===== src/rtl/vc4000_cart_upload_if.sv =====
// Cartridge RAM read port shared between the upload engine (master) and the RAM (slave).
interface vc4000_cart_upload_if #(
   parameter int ADDR_W = 13
);
   logic [ADDR_W-1:0] mem_addr;
   logic              mem_rd;
   logic              mem_busy;
   logic [7:0]        mem_q;

   modport master (output mem_addr, output mem_rd, input mem_busy, input mem_q);
   modport slave  (input mem_addr, input mem_rd, output mem_busy, output mem_q);
endinterface


===== src/rtl/vc4000_cart_upload.sv =====
// HPS upload read-back: serves ioctl_rd from cartridge RAM, pads past cart_size.
// Latency 2+MEM_LAT cycles per in-range byte; mem_busy stalls the request and stretches ioctl_wait.
module vc4000_cart_upload #(
   parameter int          ADDR_W   = 13,
   parameter int          MEM_LAT  = 1,
   parameter logic [7:0]  PAD_BYTE = 8'hFF
) (
   input  logic                 clk,
   input  logic                 reset_n,
   input  logic                 ioctl_upload,
   input  logic                 ioctl_rd,
   input  logic [24:0]          ioctl_addr,
   output logic [7:0]           ioctl_din,
   output logic                 ioctl_wait,
   input  logic [ADDR_W:0]      cart_size,
   vc4000_cart_upload_if.master mem,
   output logic                 upload_active,
   output logic [ADDR_W:0]      upload_count,
   output logic                 upload_done
);
   localparam int              LAT_W   = 2;
   localparam logic [ADDR_W:0] CNT_MAX = {1'b1, {ADDR_W{1'b0}}};

   typedef enum logic [1:0] {S_IDLE, S_REQ, S_LAT} state_t;

   state_t              state_q, state_d;
   logic [LAT_W-1:0]    lat_q, lat_d;
   logic [ADDR_W-1:0]   addr_q, addr_d;
   logic [7:0]          din_q, din_d;
   logic [ADDR_W:0]     cnt_q, cnt_d, cnt_base;
   logic                act_q, done_q;
   logic                inc, mem_rd_w, in_range, rise;

   // Full-width compare so addresses beyond the RAM never alias back into it.
   assign in_range = ioctl_addr < 25'(cart_size);
   assign rise     = ioctl_upload & ~act_q;

   always_comb begin
      state_d  = state_q;
      lat_d    = lat_q;
      addr_d   = addr_q;
      din_d    = din_q;
      inc      = 1'b0;
      mem_rd_w = 1'b0;
      case (state_q)
         S_IDLE: begin
            if (ioctl_rd && ioctl_upload) begin
               if (!in_range) begin
                  din_d = PAD_BYTE;
                  inc   = 1'b1;
               end else begin
                  addr_d  = ioctl_addr[ADDR_W-1:0];
                  state_d = S_REQ;
               end
            end
         end
         S_REQ: begin
            if (!ioctl_upload) begin
               state_d = S_IDLE;
            end else begin
               mem_rd_w = 1'b1;
               if (!mem.mem_busy) begin
                  lat_d   = LAT_W'(MEM_LAT - 1);
                  state_d = S_LAT;
               end
            end
         end
         S_LAT: begin
            if (!ioctl_upload) begin
               state_d = S_IDLE;
            end else if (lat_q == '0) begin
               din_d   = mem.mem_q;
               inc     = 1'b1;
               state_d = S_IDLE;
            end else begin
               lat_d = lat_q - 1'b1;
            end
         end
         default: state_d = S_IDLE;
      endcase

      // A byte delivered in the session's first cycle counts after the clear.
      cnt_base = rise ? '0 : cnt_q;
      cnt_d    = (inc && cnt_base != CNT_MAX) ? cnt_base + 1'b1 : cnt_base;
   end

   always_ff @(posedge clk or negedge reset_n) begin
      if (!reset_n) begin
         state_q <= S_IDLE;
         lat_q   <= '0;
         addr_q  <= '0;
         din_q   <= '0;
         cnt_q   <= '0;
         act_q   <= 1'b0;
         done_q  <= 1'b0;
      end else begin
         state_q <= state_d;
         lat_q   <= lat_d;
         addr_q  <= addr_d;
         din_q   <= din_d;
         cnt_q   <= cnt_d;
         act_q   <= ioctl_upload;
         done_q  <= act_q & ~ioctl_upload;
      end
   end

   assign mem.mem_rd    = mem_rd_w;
   assign mem.mem_addr  = addr_q;
   assign ioctl_wait    = (state_q != S_IDLE) | (ioctl_rd & ioctl_upload & in_range);
   assign ioctl_din     = din_q;
   assign upload_active = act_q;
   assign upload_count  = cnt_q;
   assign upload_done   = done_q;
endmodule

===== src/flat_wrapper.sv =====
// flat-port wrapper written by rule: the top's interface ports become plain ports
module vc4000_cart_upload_flat 
#(
   parameter int          ADDR_W   = 13,
   parameter int          MEM_LAT  = 1,
   parameter logic [7:0]  PAD_BYTE = 8'hFF
)
  (clk, reset_n, ioctl_upload, ioctl_rd, ioctl_addr, ioctl_din, ioctl_wait, cart_size, upload_active, upload_count, upload_done, mem_mem_addr, mem_mem_rd, mem_mem_busy, mem_mem_q);
  vc4000_cart_upload_if #(.ADDR_W(ADDR_W)) mem_i ();
  input  logic clk;
  input  logic reset_n;
  input  logic ioctl_upload;
  input  logic ioctl_rd;
  input  logic [24:0] ioctl_addr;
  output logic [7:0] ioctl_din;
  output logic ioctl_wait;
  input  logic [ADDR_W:0] cart_size;
  output logic upload_active;
  output logic [ADDR_W:0] upload_count;
  output logic upload_done;
  output wire logic [$bits(mem_i.mem_addr)-1:0] mem_mem_addr;
  output wire logic [$bits(mem_i.mem_rd)-1:0] mem_mem_rd;
  input wire logic [$bits(mem_i.mem_busy)-1:0] mem_mem_busy;
  input wire logic [$bits(mem_i.mem_q)-1:0] mem_mem_q;
  assign mem_mem_addr = mem_i.mem_addr;
  assign mem_mem_rd = mem_i.mem_rd;
  assign mem_i.mem_busy = mem_mem_busy;
  assign mem_i.mem_q = mem_mem_q;
  vc4000_cart_upload #(.ADDR_W(ADDR_W), .MEM_LAT(MEM_LAT), .PAD_BYTE(PAD_BYTE)) u_core (.clk(clk), .reset_n(reset_n), .ioctl_upload(ioctl_upload), .ioctl_rd(ioctl_rd), .ioctl_addr(ioctl_addr), .ioctl_din(ioctl_din), .ioctl_wait(ioctl_wait), .cart_size(cart_size), .mem(mem_i), .upload_active(upload_active), .upload_count(upload_count), .upload_done(upload_done));
endmodule

===== config.mk =====
export PLATFORM = sky130hd
export DESIGN_NAME = vc4000_cart_upload_flat
export DESIGN_NICKNAME = d
export VERILOG_FILES = /design/src/rtl/vc4000_cart_upload_if.sv /design/src/rtl/vc4000_cart_upload.sv /design/src/flat_wrapper.sv
export SDC_FILE = /design/constraint.sdc
export NUM_CORES = 1
export LEC_CHECK = 0
export CORE_ASPECT_RATIO = 0.6
export CORE_MARGIN = 2
export CORE_UTILIZATION = 45
export DETAILED_ROUTE_END_ITERATION = 12
export MAX_ROUTING_LAYER = met4
export PLACE_DENSITY = 0.88
export SYNTH_ARGS = -nofsm -noshare
export SYNTH_HDL_FRONTEND = slang
export SYNTH_SLANG_ARGS = --single-unit

===== constraint.sdc =====
create_clock -name clk -period 2.6 [get_ports clk]
set_input_delay 0.52 -clock clk [delete_from_list [all_inputs] [get_ports clk]]
set_output_delay 0.52 -clock clk [all_outputs]
set_load 0.02 [all_outputs]

==> impl_metrics.json, run 1 <==
{
  "rr_worst_depth": 9,
  "clockPowerShare_pct": 34.7,
  "r2r-end": "u_core.upload_count[1]$_DFF_PN0_",
  "critPathBufInv": 3,
  "area_growth_pct": 56.40,
  "dieArea_sq_um": 6058,
  "crit_fanout": 9,
  "worst_clock_skew_ps": 10.58,
  "path_cells": "clkdlybuf4s50_1 -> buf_4 -> and3b_1 -> clkdlybuf4s50_1",
  "ioPinCount": 91,
  "p_int_uw": 1109,
  "fin_crit_ps": 2510,
  "ys.warnings.count": 0,
  "swShare_pct": 26.48,
  "htreeDepth": 2,
  "p_leak_uw": 0.001962,
  "drive_gt1_share_pct": 20.45,
  "hold_class": "input port to asynchronous set/reset pin",
  "multi_input_area_sq_um": 1400,
  "synth_area_leaders": "dfrtp_1, ha_1, mux2i_1",
  "critPathLaunchType": "input port",
  "worst_skew_pair.late_latency_ps": 300,
  "setup_viol": 0,
  "hold_viol": 0,
  "cp_slowest_cell": "clkdlybuf4s50_1",
  "yosys-top-cells-count": "dfrtp_1, inv_1, nand2_1, mux2i_1, a21oi_1",
  "final.setup.worst_slack_ps": 89.98,
  "grt_usage_pct": 21.87,
  "routed_wl_mm": 6.371,
  "ys_ff_latch": 41,
  "route.detailed.drc": 0,
  "switchingPower_uw": 399.3,
  "crit_path_end_kind": "output pin",
  "layout.cells.non_filler": 418,
  "power_per_cell_area_nw_per_um2": 394.4,
  "power.total_uw": 1508,
  "fillers": 380,
  "diodes": 0,
  "relSlewSlack_pct": 37.73,
  "fin_area_sq_um": 3824,
  "antenna_found_initial": 0,
  "worst_pin_slew_ps": 934.1,
  "crit_top_cell": "clkdlybuf4s50_1",
  "synth_cells": 245,
  "grt_pass1_wl_mm": 9.867,
  "firstDrtPassIters": 4,
  "seq_area_frac_synth_pct": 41.97,
  "vdd_drop_max_mv": 0.2279,
  "overflow": 0,
  "path_delay_family": "buffers and inverters",
  "clk_pin_slew_worst_paths_ps": 90,
  "die_h_um": 61.10,
  "root_buffer": "clkbuf_8",
  "place_ws_ps": -694.3,
  "clock-sinks": 41,
  "placed_cell_area_sq_um": 3526,
  "period_share_pct": 96.54,
  "die_w_um": 99.16,
  "antenna_left": 0,
  "seqCellArea_sq_um": 1026,
  "crit_arrival_ps": 1990,
  "viasPerCell": 5.177,
  "syn_nets": 313,
  "io_buffer_count": 90,
  "max_cap_violations": 0,
  "max_stage_delay_ps": 630,
  "cts_tree": "done",
  "wl_per_cell_um": 15.24,
  "cp.required_ps": 2080,
  "drv_slew": 0,
  "grt_pass1_vias": 2091,
  "syn_area_per_cell_sq_um": 9.979,
  "combPwrFrac_pct": 21.0,
  "dp_cells": 410,
  "reg2reg_slack_ps": 480,
  "power_frac_seq_pct": 44.4,
  "core_sq_um": 5155,
  "syn_area_sq_um": 2445,
  "hpwl_mm": 4.596,
  "drt_iter0_drc": 124,
  "cts_buffers": 5,
  "fmax_mhz": 398.4,
  "row_count": 20,
  "r2r-start": "u_core.upload_active$_DFF_PN0_",
  "clockBufferDepth": 2,
  "synth_most_common_cell": "dfrtp_1",
  "worstSetupPathType": "input port to output pin",
  "status": "finished clean",
  "synth_edf_count": 0,
  "netlist.top_cell.by_area": "dfrtp_1",
  "ctsHoldBuffers": 0,
  "place_congestion": 0.8558,
  "synth_top_area_share_pct": 41.97,
  "initial_core_util_pct": 47.43,
  "postSynth.asyncResetShare_pct": 100.0,
  "fin_nets": 419,
  "ys.flop_type": "dfrtp_1",
  "vias": 2164,
  "grt_max_degree": 42,
  "ys_types": 38
}
-- per-layer routing --
layer  global-route usage, %  up-vias  share of wire (%)
li1                        -     1048                  -
met5                       -        -                  0
met1                   28.43     1035                 47
met4                   5.479        0               0.58
met3                   5.108        5                6.4
met2                   35.42       76                 46
-- timing repair --
action                                  4_1_cts  5_1_grt
buffers inserted                              0        0
gates resized for setup                      36       31
endpoints found under the setup margin        1        1
gates cloned                                  0        0
pin swaps                                    13       13
-- cell usage in the layout, fill, tap and decap left out, types with 3 or more instances in the layout --
master / instances
nor2b_1: 3
nand3_1: 7
a21oi_1: 15
inv_2: 7
dfrtp_1: 41
dlymetal6s2s_1: 19
nand2b_1: 13
nand2_1: 23
inv_1: 21
mux2_2: 6
and2_1: 3
and3_1: 4
xnor2_1: 3
ha_4: 8
buf_4: 18
clkdlybuf4s50_1: 57
nor2_1: 12
mux2_4: 9
o21ai_1: 3
nand4_1: 5
dlygate4sd2_1: 11
ha_1: 6
clkbuf_8: 5
mux2i_1: 18
-- cell type report --
type	instances	area share, %
sequential	41	26.83
tap	66	2.160
clock buffer	5	1.800
clock inverter	3	1.211
timing repair buffer	109	28.63
inverter	28	2.749
multi-input combinational	166	36.62
-- registers in the layout (all words and copies together) (netlist names) --
| register | count |
|---|---|
| u_core.upload_count | 14 |
| u_core.mem.mem_addr | 13 |
| u_core.ioctl_din | 8 |
| u_core.lat_q | 2 |
| u_core.state_q | 2 |
| u_core.upload_active | 1 |
| u_core.upload_done | 1 |
-- through the flow --
step	hold WS, ps	TNS, ps	utilization [%]
final	354.7	0	74.17
after global routing	417.3	-13.25	74.17
after CTS	380.5	0	72.16
after detailed placement	496.3	-8091	68.40
after global placement	487.2	-5862	68.40
after floorplan	224.4	0	-
-- power groups by stage --
stage                     sequential (uW)  combinational, uW  clock [uW]
after floorplan                       692               99.1           0
after global placement                680                284           0
after detailed placement              679                292           0
after CTS                             667                307         533
after global routing                  671                344         561
final                                 669                316         523
-- cells by family after synthesis --
family | after synthesis | synth area share, %
buffers and inverters | 38 | 6.960
AOI/OAI and AO/OA | 31 | 7.727
DFF | 41 | 41.97
and+or+nand+nor | 83 | 18.42
xor gates and xnor gates | 3 | 1.075
muxes | 33 | 15.66
adders and majority gates | 16 | 8.188
-- how the worst max path moves through the flow --
stage / from / endpoint / cells past startpoint
after floorplan: ioctl_upload / u_core.upload_count[1]$_DFF_PN0_ / 10
after global placement: cart_size[12] / ioctl_wait / 8
after detailed placement: cart_size[12] / ioctl_wait / 8
after CTS: cart_size[9] / ioctl_wait / 8
after global routing: ioctl_addr[1] / ioctl_wait / 8
final: ioctl_upload / mem_mem_rd / 4
Power figures use the tool's default switching activity.
==> run 2: changes to the inputs <==
--- a/config.mk
+++ b/config.mk
@@ -6,7 +6,6 @@
 export NUM_CORES = 1
 export LEC_CHECK = 0
 export CORE_ASPECT_RATIO = 0.6
-export CORE_MARGIN = 2
 export CORE_UTILIZATION = 45
 export DETAILED_ROUTE_END_ITERATION = 12
 export MAX_ROUTING_LAYER = met4
==> run 2 against run 1 <==
Compared with the run above: hold slack got worse by 72 ps; sequential cell count unchanged; cell count decreased by 0.48%; largest power group unchanged; clock skew decreased by 3.9 ps; combinational power about the same; die area decreased by 5.2%.
==> impl_metrics.json, run 2 (synthesized netlist as in run 1, its figures left out) <==
{
  "status": "finished clean",
  "drv_slew": 0,
  "max_cap_violations": 0,
  "initial_core_util_pct": 47.43,
  "viasPerCell": 5.156,
  "fillers": 386,
  "grt_usage_pct": 23.71,
  "final_cell_mix": "clkdlybuf4s50_1, dfrtp_1, nand2_1, inv_1, mux2i_1",
  "period_share_pct": 97.87,
  "crit_path_end_kind": "output pin",
  "fmax_mhz": 393.0,
  "final_util_pct": 73.50,
  "route.detailed.drc": 0,
  "die_h_um": 59.10,
  "diodes": 0,
  "fin_area_sq_um": 3789,
  "htreeDepth": 2,
  "hpwl_mm": 4.526,
  "hold_class": "input port to asynchronous set/reset pin",
  "multi_input_area_sq_um": 1408,
  "critPathLaunchType": "input port",
  "crit_fanout": 2,
  "fin_crit_ps": 2545,
  "antenna_found_initial": 0,
  "ctsHoldBuffers": 0,
  "vias": 2145,
  "die_w_um": 97.16,
  "setup_viol": 0,
  "place_congestion": 0.8670,
  "overflow": 0,
  "core_sq_um": 5155,
  "largest_register_ffs": 14,
  "relSlewSlack_pct": 65.35,
  "seqCellArea_sq_um": 1026,
  "placed_cell_area_sq_um": 3491,
  "routed_wl_mm": 6.304,
  "worst_skew_pair.late_latency_ps": 290,
  "wl_per_cell_um": 15.15,
  "antenna_left": 0,
  "grt_pass1_vias": 2136,
  "worst_clock_skew_ps": 6.645,
  "io_buffer_count": 90,
  "ioPinCount": 91,
  "hold_viol": 0,
  "final_common_cell": "clkdlybuf4s50_1",
  "clock-sinks": 41,
  "worst_pin_slew_ps": 519.8,
  "area_growth_pct": 54.96,
  "grt_max_degree": 42,
  "fin_nets": 417,
  "drive_gt1_share_pct": 21.14,
  "hold_slack_ps": 282.4,
  "worstSetupPathType": "input port to output pin",
  "vdd_drop_max_mv": 0.2243,
  "cts_buffers": 5,
  "cts_tree": "done",
  "root_buffer": "clkbuf_8",
  "firstDrtPassIters": 4,
  "dieArea_sq_um": 5741,
  "p_leak_uw": 0.001923,
  "grt_pass1_wl_mm": 10.29,
  "crit_arrival_ps": 2020,
  "clockBufferDepth": 2,
  "drt_iter0_drc": 127,
  "setup_tns_ps": 0,
  "power_per_cell_area_nw_per_um2": 379.9,
  "row_count": 20,
  "cp.required_ps": 2080,
  "clk_pin_slew_worst_paths_ps": 80
}
[run 2: changes by cell type in the layout (fill, tap and decap cells not counted), moves of 2 or more]
| cell | change |
|---|---|
| a21oi_1 | -2 |
| clkdlybuf4s50_1 | +4 |
| inv_1 | -2 |
| inv_2 | +2 |
| dlymetal6s2s_1 | -2 |
| clkbuf_8 | +2 |
| dlygate4sd2_1 | -3 |
| a21oi_2 | +2 |
[run 2: metal layers]
metal	global-route usage [%]	vias to the layer above	share of wire [%]	routed length (um)
met5	-	-	0	0
met4	5.544	0	0.41	26
met3	6.840	5	6.9	436
met2	36.22	85	44	2767
met1	31.53	1015	49	3074
li1	-	1040	-	-
[run 2: cell type report]
class                      count  area share, %
clock buffer                   7          2.543
clock inverter                 1         0.1321
inverter                      28          2.774
multi-input combinational    166          37.15
sequential                    41          27.08
tap                           66          2.180
timing repair buffer         107          28.14
[run 2: critical path, cell delays in order]
cell and delay (ps):
clkdlybuf4s50_1 470, ha_4 290, nand4_1 120, a21oi_2 140, a21oi_2 80, o21ai_2 160
o21ai_1 70, buf_4 160
[run 2: repair_timing]
action / in CTS / in global routing
pin swaps: 9 / 13
gates resized for setup: 34 / 33
buffers inserted: 1 / 0
setup endpoints to repair: 1 / 2
[run 2: path summary, 6_finish.rpt]
kind	start	endpoint	slack, ps	depth (start not counted)
min reg2reg	u_core.mem.mem_addr[1]$_DFFE_PN0P_	u_core.mem.mem_addr[1]$_DFFE_PN0P_	510	1
max reg2reg	u_core.upload_active$_DFF_PN0_	u_core.upload_count[1]$_DFF_PN0_	620	9
max	ioctl_addr[7]	ioctl_wait	60	8
min	reset_n	u_core.ioctl_din[6]$_DFFE_PN0P_	280	2
min in group clk	u_core.mem.mem_addr[1]$_DFFE_PN0P_	u_core.mem.mem_addr[1]$_DFFE_PN0P_	510	1
max in group asynchronous	reset_n	u_core.mem.mem_addr[2]$_DFFE_PN0P_	1950	2
[run 2: through the flow]
stage                     std cells  setup WS, ps  total power, uW
after floorplan                 245         196.0            791.3
after global placement          407        -652.0            956.9
after detailed placement        407        -672.6            964.9
after CTS                       416         1.804             1438
after global routing            416        -49.79             1504
final                           416         55.31             1439
[run 2: report_power, final]
part	total (uW)	leakage (uW)	internal (uW)	switching, uW
logic	314	0.00134	170	145
registers	666	0.000525	652	14.6
clock network	459	0.0000542	240	219
total	1440	0.00192	1060	378
